**config.mk**
```make
export PLATFORM = sky130hd
export DESIGN_NAME = gb_memmap_cgb
export DESIGN_NICKNAME = d
export VERILOG_FILES = /design/src/rtl/gb_memmap_pkg.sv /design/src/rtl/gb_bankreg.sv /design/src/rtl/gb_memmap_cgb.sv
export SDC_FILE = /design/constraint.sdc
export NUM_CORES = 1
export LEC_CHECK = 0
export ABC_AREA = 0
export BUFFER_PORTS_ARGS = -buffer_cell sky130_fd_sc_hd__buf_2
export CELL_PAD_IN_SITES_DETAIL_PLACEMENT = 2
export CELL_PAD_IN_SITES_GLOBAL_PLACEMENT = 2
export CORE_ASPECT_RATIO = 1.2
export CORE_MARGIN = 3
export CORE_UTILIZATION = 12
export CTS_BUF_LIST = sky130_fd_sc_hd__clkbuf_4
export CTS_CLUSTER_SIZE = 28
export DETAILED_ROUTE_END_ITERATION = 16
export GPL_TIMING_DRIVEN = 0
export PLACE_DENSITY_LB_ADDON = 0.1
export SLEW_MARGIN = 20
export SYNTH_ARGS = -nofsm -noshare
export SYNTH_HDL_FRONTEND = slang
export SYNTH_HIERARCHICAL = 1
export SYNTH_SLANG_ARGS = --single-unit
```
**constraint.sdc**
```tcl
create_clock -name clk -period 1.1 [get_ports clk]
set_input_delay 0.165 -clock clk [delete_from_list [all_inputs] [get_ports clk]]
set_output_delay 0.165 -clock clk [all_outputs]
set_load 0.03 [all_outputs]
```
**src/rtl/gb_memmap_pkg.sv**
```systemverilog
// Shared address map, boot-state and decode-region types for the CGB memory map.
// GB_MEMMAP_CGB_EN adds the VBK/SVBK register addresses and the upper boot ROM window.
package gb_memmap_pkg;

  localparam logic [15:0] ADR_VBK      = 16'hFF4F;
  localparam logic [15:0] ADR_BOOT     = 16'hFF50;
  localparam logic [15:0] ADR_SVBK     = 16'hFF70;

  localparam logic [15:0] BOOT_LO_END  = 16'h00FF;
  localparam logic [15:0] BOOT_HI_BASE = 16'h0200;
  localparam logic [15:0] BOOT_HI_END  = 16'h08FF;
  localparam logic [15:0] CART_END     = 16'h7FFF;
  localparam logic [15:0] VRAM_BASE    = 16'h8000;
  localparam logic [15:0] VRAM_END     = 16'h9FFF;
  localparam logic [15:0] XRAM_BASE    = 16'hA000;
  localparam logic [15:0] XRAM_END     = 16'hBFFF;
  localparam logic [15:0] WRAM_BASE    = 16'hC000;
  localparam logic [15:0] WRAM_END     = 16'hFDFF;
  localparam logic [15:0] OAM_BASE     = 16'hFE00;
  localparam logic [15:0] OAM_END      = 16'hFEFF;
  localparam logic [15:0] IO_BASE      = 16'hFF00;

  typedef enum logic {
    BOOT,
    LOCKED
  } boot_state_e;

  typedef enum logic [2:0] {
    RGN_NONE,
    RGN_REGS,
    RGN_BOOTROM,
    RGN_CART,
    RGN_VRAM,
    RGN_OAM,
    RGN_IO,
    RGN_RAM
  } region_e;

  function automatic logic is_reg_adr(input logic [15:0] a);
`ifdef GB_MEMMAP_CGB_EN
    return (a == ADR_VBK) || (a == ADR_BOOT) || (a == ADR_SVBK);
`else
    return a == ADR_BOOT;
`endif
  endfunction

  function automatic logic in_bootrom(input logic [15:0] a);
`ifdef GB_MEMMAP_CGB_EN
    return (a <= BOOT_LO_END) || ((a >= BOOT_HI_BASE) && (a <= BOOT_HI_END));
`else
    return a <= BOOT_LO_END;
`endif
  endfunction

endpackage

```
**src/rtl/gb_bankreg.sv**
```systemverilog
// Write-enabled W-bit bank register with optional 0->1 remap and padded 8-bit readback.
// Write visible the cycle after the strobe; synchronous active-high reset to 0 wins over we.
module gb_bankreg
  import gb_memmap_pkg::*;
#(
  parameter int         W          = 1,
  parameter bit         REMAP_ZERO = 1'b0,
  parameter logic [7:0] PAD        = 8'hFF
) (
  input  logic         clk,
  input  logic         reset,
  input  logic         we,
  input  logic [W-1:0] din,
  output logic [W-1:0] bank,
  output logic [7:0]   rdata
);

  logic [W-1:0] val_d;
  logic [W-1:0] val_q;

  always_comb begin
    val_d = val_q;
    if (reset) begin
      val_d = '0;
    end else if (we) begin
      val_d = din;
    end
  end

  always_ff @(posedge clk) begin
    val_q <= val_d;
  end

  // Readback shows the raw stored value; only the effective bank is remapped.
  assign bank  = (REMAP_ZERO && (val_q == '0)) ? W'(1) : val_q;
  assign rdata = {PAD[7:W], val_q};

endmodule

```
**src/rtl/gb_memmap_cgb.sv**
```systemverilog
// CPU address decoder, boot-ROM lock FSM and VBK/SVBK banking; CGB features under GB_MEMMAP_CGB_EN.
// Selects/addresses/readback are combinational (zero latency); register writes land next cycle.
module gb_memmap_cgb
  import gb_memmap_pkg::*;
#(
  parameter int VRAM_BANKS = 2,
  parameter int WRAM_BANKS = 8,
`ifdef GB_MEMMAP_CGB_EN
  localparam int VBK_W  = $clog2(VRAM_BANKS),
  localparam int SVBK_W = $clog2(WRAM_BANKS)
`else
  // DMG build: bank counts have no effect, widths collapse to one VRAM and two WRAM banks.
  localparam int VBK_W  = 0 * VRAM_BANKS,
  localparam int SVBK_W = 1 + 0 * WRAM_BANKS
`endif
) (
  input  logic               clk,
  input  logic               reset,
  input  logic [15:0]        adr,
  input  logic               wr,
  input  logic [7:0]         din,
  input  logic               dma_active,
  output logic               sel_bootrom,
  output logic               sel_cartridge,
  output logic               sel_vram,
  output logic               sel_ram,
  output logic               sel_oam,
  output logic               sel_io,
  output logic               sel_regs,
  output logic [7:0]         reg_dout,
  output logic [11:0]        bootrom_adr,
  output logic [12+VBK_W:0]  vram_adr,
  output logic [11+SVBK_W:0] ram_adr,
  output logic               boot_locked
);

  boot_state_e       state_q;
  logic              boot_locked_q;
  logic              boot_wr;
  region_e           rgn;
  logic              mem_ok;
  logic [SVBK_W-1:0] wram_bank;

  assign boot_wr = wr && (adr == ADR_BOOT) && (din != 8'h00);

  always_ff @(posedge clk) begin
    if (reset) begin
      state_q       <= BOOT;
      boot_locked_q <= 1'b0;
    end else begin
      case (state_q)
        BOOT: begin
          if (boot_wr) begin
            state_q       <= LOCKED;
            boot_locked_q <= 1'b1;
          end
        end
        LOCKED: state_q <= LOCKED;
      endcase
    end
  end

  assign boot_locked = boot_locked_q;

  always_comb begin
    rgn = RGN_NONE;
    if (is_reg_adr(adr)) begin
      rgn = RGN_REGS;
    end else if ((state_q == BOOT) && in_bootrom(adr)) begin
      rgn = RGN_BOOTROM;
    end else if ((adr <= CART_END) || ((adr >= XRAM_BASE) && (adr <= XRAM_END))) begin
      rgn = RGN_CART;
    end else if ((adr >= VRAM_BASE) && (adr <= VRAM_END)) begin
      rgn = RGN_VRAM;
    end else if ((adr >= OAM_BASE) && (adr <= OAM_END)) begin
      rgn = RGN_OAM;
    end else if (adr >= IO_BASE) begin
      rgn = RGN_IO;
    end else if ((adr >= WRAM_BASE) && (adr <= WRAM_END)) begin
      rgn = RGN_RAM;
    end
  end

  // DMA only steals the external bus; IO and the internal registers stay reachable.
  assign mem_ok        = !reset && !dma_active;
  assign sel_regs      = !reset && (rgn == RGN_REGS);
  assign sel_io        = !reset && (rgn == RGN_IO);
  assign sel_bootrom   = mem_ok && (rgn == RGN_BOOTROM);
  assign sel_cartridge = mem_ok && (rgn == RGN_CART);
  assign sel_vram      = mem_ok && (rgn == RGN_VRAM);
  assign sel_oam       = mem_ok && (rgn == RGN_OAM);
  assign sel_ram       = mem_ok && (rgn == RGN_RAM);

`ifdef GB_MEMMAP_CGB_EN
  logic [7:0] vbk_rd;
  logic [7:0] svbk_rd;

  if (VBK_W > 0) begin : g_vbk
    logic [VBK_W-1:0] vbk;

    gb_bankreg #(
      .W          (VBK_W),
      .REMAP_ZERO (1'b0),
      .PAD        (8'hFF)
    ) u_vbk (
      .clk   (clk),
      .reset (reset),
      .we    (wr && (adr == ADR_VBK)),
      .din   (din[VBK_W-1:0]),
      .bank  (vbk),
      .rdata (vbk_rd)
    );

    assign vram_adr = {vbk, adr[12:0]};
  end else begin : g_no_vbk
    assign vram_adr = adr[12:0];
    assign vbk_rd   = 8'hFF;
  end

  gb_bankreg #(
    .W          (SVBK_W),
    .REMAP_ZERO (1'b1),
    .PAD        (8'hF8)
  ) u_svbk (
    .clk   (clk),
    .reset (reset),
    .we    (wr && (adr == ADR_SVBK)),
    .din   (din[SVBK_W-1:0]),
    .bank  (wram_bank),
    .rdata (svbk_rd)
  );

  always_comb begin
    reg_dout = 8'hFF;
    if (sel_regs) begin
      if (adr == ADR_VBK) begin
        reg_dout = vbk_rd;
      end else if (adr == ADR_SVBK) begin
        reg_dout = svbk_rd;
      end
    end
  end
`else
  assign vram_adr  = adr[12:0];
  assign wram_bank = 1'b1;
  assign reg_dout  = 8'hFF;
`endif

  assign bootrom_adr = adr[11:0];
  // Lower 4 KiB of the WRAM window (and its echo) is always bank 0.
  assign ram_adr     = {wram_bank & {SVBK_W{adr[12]}}, adr[11:0]};

endmodule

```
After elaboration in Yosys (flattened, before gate mapping)
Index checks and enable logic that the tools add are counted.
{"block": "classes", "magnitude_cmp": 11, "n_eq_ne": 8, "n_mux": 9, "n_bitwise": 1, "n_reduce_logical": 20}
{"cell": "$ge 16x16->1 const B", "count": 5}
{"cell": "$le 16x16->1 const B", "count": 4}
{"cell": "$mux 3", "count": 7}
{"cell": "$eq 16x16->1 const B", "count": 1}
{"cell": "$le 16x15->1 const B", "count": 1}
{"cell": "$le 16x8->1 const B", "count": 1}
{"cell": "$logic_and 1x1->1", "count": 15}
{"cell": "$eq 3x3->1 const B", "count": 4}
{"cell": "$reduce_bool 8->1", "count": 1}
{"cell": "$eq 3x2->1 const B", "count": 2}
{"cell": "$eq 3x1->1 const B", "count": 1}
{"cell": "$logic_not 1->1", "count": 2}
{"cell": "$pmux 1 s2", "count": 1}
{"cell": "$reduce_and 2->1", "count": 1}
{"cell": "$logic_or 1x1->1", "count": 1}
{"cell": "$mux 1", "count": 1}
{"cell": "$not 1->1", "count": 1}
{"block": "word_totals", "ff_bits": 2, "output_inout_bits": 54}

Depth between registers and ports, before layout
{"block": "logic_depth", "ltp_word": 11, "mapped_depth": 3}

Worst setup path after synthesis
No wires, ideal clock.
{"block": "synth_timing", "path_kind": "input to output", "startpoint": "input adr[0]", "endpoint": "output sel_regs", "t_arrival_ns": 1.297, "setup_slack_ns": -0.362, "stages": 3, "cell_sequence": "nor4_1 nand2_1 nor3_1"}
{"block": "synth_between", "elab_chain_cells": 11, "elab_cells_between_ends": 27, "classes_between": "11 x order compare; 2 x eq/ne; 7 x mux; 7 x reduce/logical"}
{"item": "from (decl)", "line_no": "gb_memmap_cgb.sv:19", "text": "input logic [15:0] adr,"}
{"item": "$ge 16x16->1 or $le 16x16->1 (tied branches)", "line_no": "gb_memmap_cgb.sv:79", "text": "end else if ((adr >= WRAM_BASE) && (adr <= WRAM_END)) begin"}
{"item": "$logic_and 1x1->1", "line_no": "gb_memmap_cgb.sv:79"}
{"item": "$mux 3", "line_no": "gb_memmap_cgb.sv:79"}
{"item": "$mux 3", "line_no": "gb_memmap_cgb.sv:77", "text": "end else if (adr >= IO_BASE) begin"}
{"item": "$mux 3", "line_no": "gb_memmap_cgb.sv:75", "text": "end else if ((adr >= OAM_BASE) && (adr <= OAM_END)) begin"}
{"item": "$mux 3", "line_no": "gb_memmap_cgb.sv:73", "text": "end else if ((adr >= VRAM_BASE) && (adr <= VRAM_END)) begin"}
{"item": "$mux 3", "line_no": "gb_memmap_cgb.sv:71", "text": "end else if ((adr <= CART_END) || ((adr >= XRAM_BASE) && (adr <= XRAM_END))) begin"}
{"item": "$mux 3", "line_no": "gb_memmap_cgb.sv:69", "text": "end else if ((state_q == BOOT) && in_bootrom(adr)) begin"}
{"item": "$mux 3 (*)", "line_no": "gb_memmap_cgb.sv:67", "text": "if (is_reg_adr(adr)) begin"}
{"item": "$eq 3x1->1 (*)", "line_no": "gb_memmap_cgb.sv:86", "text": "assign sel_regs = !reset && (rgn == RGN_REGS);"}
{"item": "$logic_and 1x1->1 (*)", "line_no": "gb_memmap_cgb.sv:86"}
{"item": "to (decl)", "line_no": "gb_memmap_cgb.sv:29", "text": "output logic sel_regs,"}
Mark *: on every way between the ends. The rest lies on a longest branch, timed or not.

Worst setup path after layout
{"block": "layout_timing", "startpoint": "register state_q", "endpoint": "output sel_cartridge"}
{"block": "layout_between", "elab_chain_cells": 6}
{"item": "from (decl)", "line_no": "gb_memmap_cgb.sv:37", "text": "boot_state_e state_q;"}
{"item": "from (signal assigned)", "line_no": "gb_memmap_cgb.sv:48", "text": "state_q <= BOOT;"}
{"item": "from (signal assigned)", "line_no": "gb_memmap_cgb.sv:54", "text": "state_q <= LOCKED;"}
{"item": "from (signal assigned)", "line_no": "gb_memmap_cgb.sv:58", "text": "LOCKED: state_q <= LOCKED;"}
{"item": "$not 1->1"}
{"item": "$logic_and 1x1->1", "line_no": "gb_memmap_cgb.sv:69"}
{"item": "$mux 3", "line_no": "gb_memmap_cgb.sv:69"}
{"item": "$mux 3", "line_no": "gb_memmap_cgb.sv:67"}
{"item": "$eq 3x2->1", "line_no": "gb_memmap_cgb.sv:89", "text": "assign sel_cartridge = mem_ok && (rgn == RGN_CART);"}
{"item": "$logic_and 1x1->1", "line_no": "gb_memmap_cgb.sv:89"}
{"item": "to (decl)", "line_no": "gb_memmap_cgb.sv:24", "text": "output logic sel_cartridge,"}
No other way between the ends.

==> run summary <==
Ports - 82
CTS tree - yes
Hold Path Stages - 2
Detailed-route via count - 817
Number of core rows - 27
Pin count of the biggest net entering global routing - 8
Core Footprint - 4700 µm²
Cell count after synthesis - 81
Port bufs - 73
Period utilization - 1.16
CP max FO - 2
CP max stage delay - 0.32 ns
WP buf/inv - 1
Layout Area Growth over Synthesis - 114%
Hold_sp - reset
Post-synth ARST share - 0
Reg2Reg Setup Slack - 0.37 ns
Starting DRT DRC Count - 8
Hold path endpoint - state_q
# diodes - 0
Num CTS Buffers - 3
Yosys warns - 6
Worst skew pair latency - 0.23 ns
Pint - 0.000435 W
Yosys reg bits - 2
Layout cell share with drive strength beyond 1 - 0.852
Failing checks - setup timing
Die height - 83.2 µm
Final setup TNS - -0.499 ns
GRT Resource Usage Total - 0.0839
Critical Path AT - 1.11 ns
RR Startpoint - state_q
Unrepaired setup endpoints after global routing - true
Final Skew - 0.00603 ns
Worst path slowest cell - dfxtp_2
Die X - 70.3 µm
Yosys top cell area share - 0.580
Final WL - 2.57 mm
Die area - 5850 µm²
Synth Area in Compound Gates - 0.0798
Mux contribution to synthesized area - 0
WS Path Type - register to output port
Number of global-route vias before repair - 862
Worst setup margin - -0.176 ns
EDFF count, synth - 0
Worst IR Drop VDD - 0.155 mV
Post-synth top cells - buf_4, nor3_1
Top cell type by total area after synthesis - buf_4
Adder-Cell Fraction of Synth Area - 0
WL/cell - 11.3 µm
Synth top area cells - buf_4, dfxtp_1, nor3_1, o2111ai_2, and2_1
Post-Syn Area - 596 µm²
Yosys cell types - 25
Slew Viols, Final - 0
Synth Flop Type - dfxtp_1
Min Tclk post-route - 1.28 ns
Num Clock Sinks - 2
CP required - 0.94 ns
Drt pass-1 iters - 4
Reg-to-reg endpoint - boot_locked
Global-route wire length before repair - 4.01 mm
P per Cell Area - 624 nW/µm²
Max frequency - 784 MHz
DR top layer - met4
Post-route ant nets - 0
Status - finished, violations left
Most frequent cell after synthesis - buf_4
Initial Util - 0.127
Sequential Power Share - 0.092
Wire length on met3 - 260 µm
Net switching power - 0.000361 W
Startpoint types - register
Max Cap Viol - 0
DRT met1 WL - 900 µm
Hpwl dp - 2.17 mm
H-Tree Depth - 1
Final hold viol count - 0
Remaining routing DRC violations - 0
Overflow after GRT - 0
Syn_area_per_cell - 7.35 µm²
Min-Delay Path Class - input pin to register
Clock root cell - clkbuf_4
Reg clk slew, reported paths - 0.03 ns
Sw Ratio - 0.454
Leakage power - 0.684 nW
Gate power share - 0.697
XOR/XNOR Fraction of Synth Area - 0
Final Non-Filler Cells - 227
Post-synthesis simple-gate area fraction - 0.254
Placed cells - 219
Met2 wire len - 1.36 mm
Fillers - 586
Avg Vias per Cell - 3.60
Main combinational cell family by area after synthesis - buffers and inverters
Sequential share of the synthesized area - 0.0672
Hold buffers post-CTS - 0
CP top delay family - simple AND/OR/NAND/NOR gates
CTS Buffer Depth - 2
Nets@finish - 199
Crit end category - output port
Placer Congestion - 0.710
Clock share of power - 0.211
Final setup vio count - 4
Antenna violations before repair - 0
Critical path cell sequence - nor4_2 > nand3_1 > and2_4 > buf_6
Reg2reg path depth - 3
==> layer usage <==
layer  track usage  vias to the layer above
met4        0.0418                        0
met5             0                        -
met1        0.0824                      364
li1              -                      398
met2         0.153                       51
met3        0.0278                        4
==> cell usage in the layout (no fill, tap or decap), types with 2 or more instances in the layout <==
| master | n |
|---|---|
| buf_2 | 59 |
| buf_4 | 57 |
| conb_1 | 8 |
| buf_6 | 6 |
| clkbuf_4 | 3 |
| and2_4 | 2 |
| nor3_2 | 2 |
| inv_1 | 2 |
| o22ai_1 | 2 |
| buf_8 | 2 |
==> kinds of logic after synthesis <==
family,after synthesis
buffers and inverters,48
and+or+nand+nor,24
AOI/OAI and AO/OA,6
DFF,2
other,1
==> registers in the layout (all words and copies together), names as in the netlist <==
signal       flops
boot_locked      1
state_q          1
==> metrics by stage <==
step	setup slack [ns]	utilization	total power (W)	hold WS [ns]	cell area, µm²
after CTS	-0.195	0.263	0.000794	0.204	1230
after floorplan	-0.128	-	0.000422	0.269	639
after global routing	-0.247	0.272	0.000850	0.227	1280
final	-0.176	0.272	0.000796	0.228	1280
after global placement	-0.343	0.229	0.000569	0.426	1080
after detailed placement	-0.366	0.229	0.000576	0.447	1080
==> worst reg2reg max path, delay by kind of cell, from the launching register on <==
kind	cells	cell delay (ns)
flops	1	0.32
buf+inv	1	0.08
compound gates	2	0.25
==> power by group through the flow <==
| stage | clock network, W | logic, W | registers (W) |
|---|---|---|---|
| finish | 0.000168 | 0.000554 | 0.0000731 |
| global route | 0.000188 | 0.000589 | 0.0000730 |
| CTS | 0.000177 | 0.000544 | 0.0000730 |
| detailed placement | 0 | 0.000502 | 0.0000740 |
| global placement | 0 | 0.000495 | 0.0000740 |
| floorplan | 0 | 0.000348 | 0.0000740 |
==> worst max-delay path by stage <==
stage                     startpoint       endpoint  slack (ns)  cells past startpoint
after floorplan               adr[0]       sel_regs       -0.13                      3
after global placement        adr[5]       sel_regs       -0.34                      5
after detailed placement      adr[5]       sel_regs       -0.37                      5
after CTS                    state_q  sel_cartridge       -0.20                      4
after global routing         state_q    sel_bootrom       -0.25                      4
final                        state_q  sel_cartridge       -0.18                      4
==> repair_timing <==
item                                    in CTS  in global routing
pin swaps                                    6                  5
buffers inserted                             3                  2
endpoints found under the setup margin       6                  6
hold endpoints to repair                     0                  0
gates resized for setup                     31                  8
==> area by class of cell <==
| class | count | area [µm²] | share of cell area |
|---|---|---|---|
| sequential | 2 | 41.3 | 0.0324 |
| timing repair buffer | 78 | 475 | 0.373 |
| multi-input combinational | 38 | 312 | 0.244 |
| inverter | 2 | 7.51 | 0.00588 |
| clock buffer | 3 | 22.5 | 0.0176 |
| tap | 58 | 72.6 | 0.0569 |
| buffer | 46 | 345 | 0.271 |
Power figures use the tool's default switching activity.
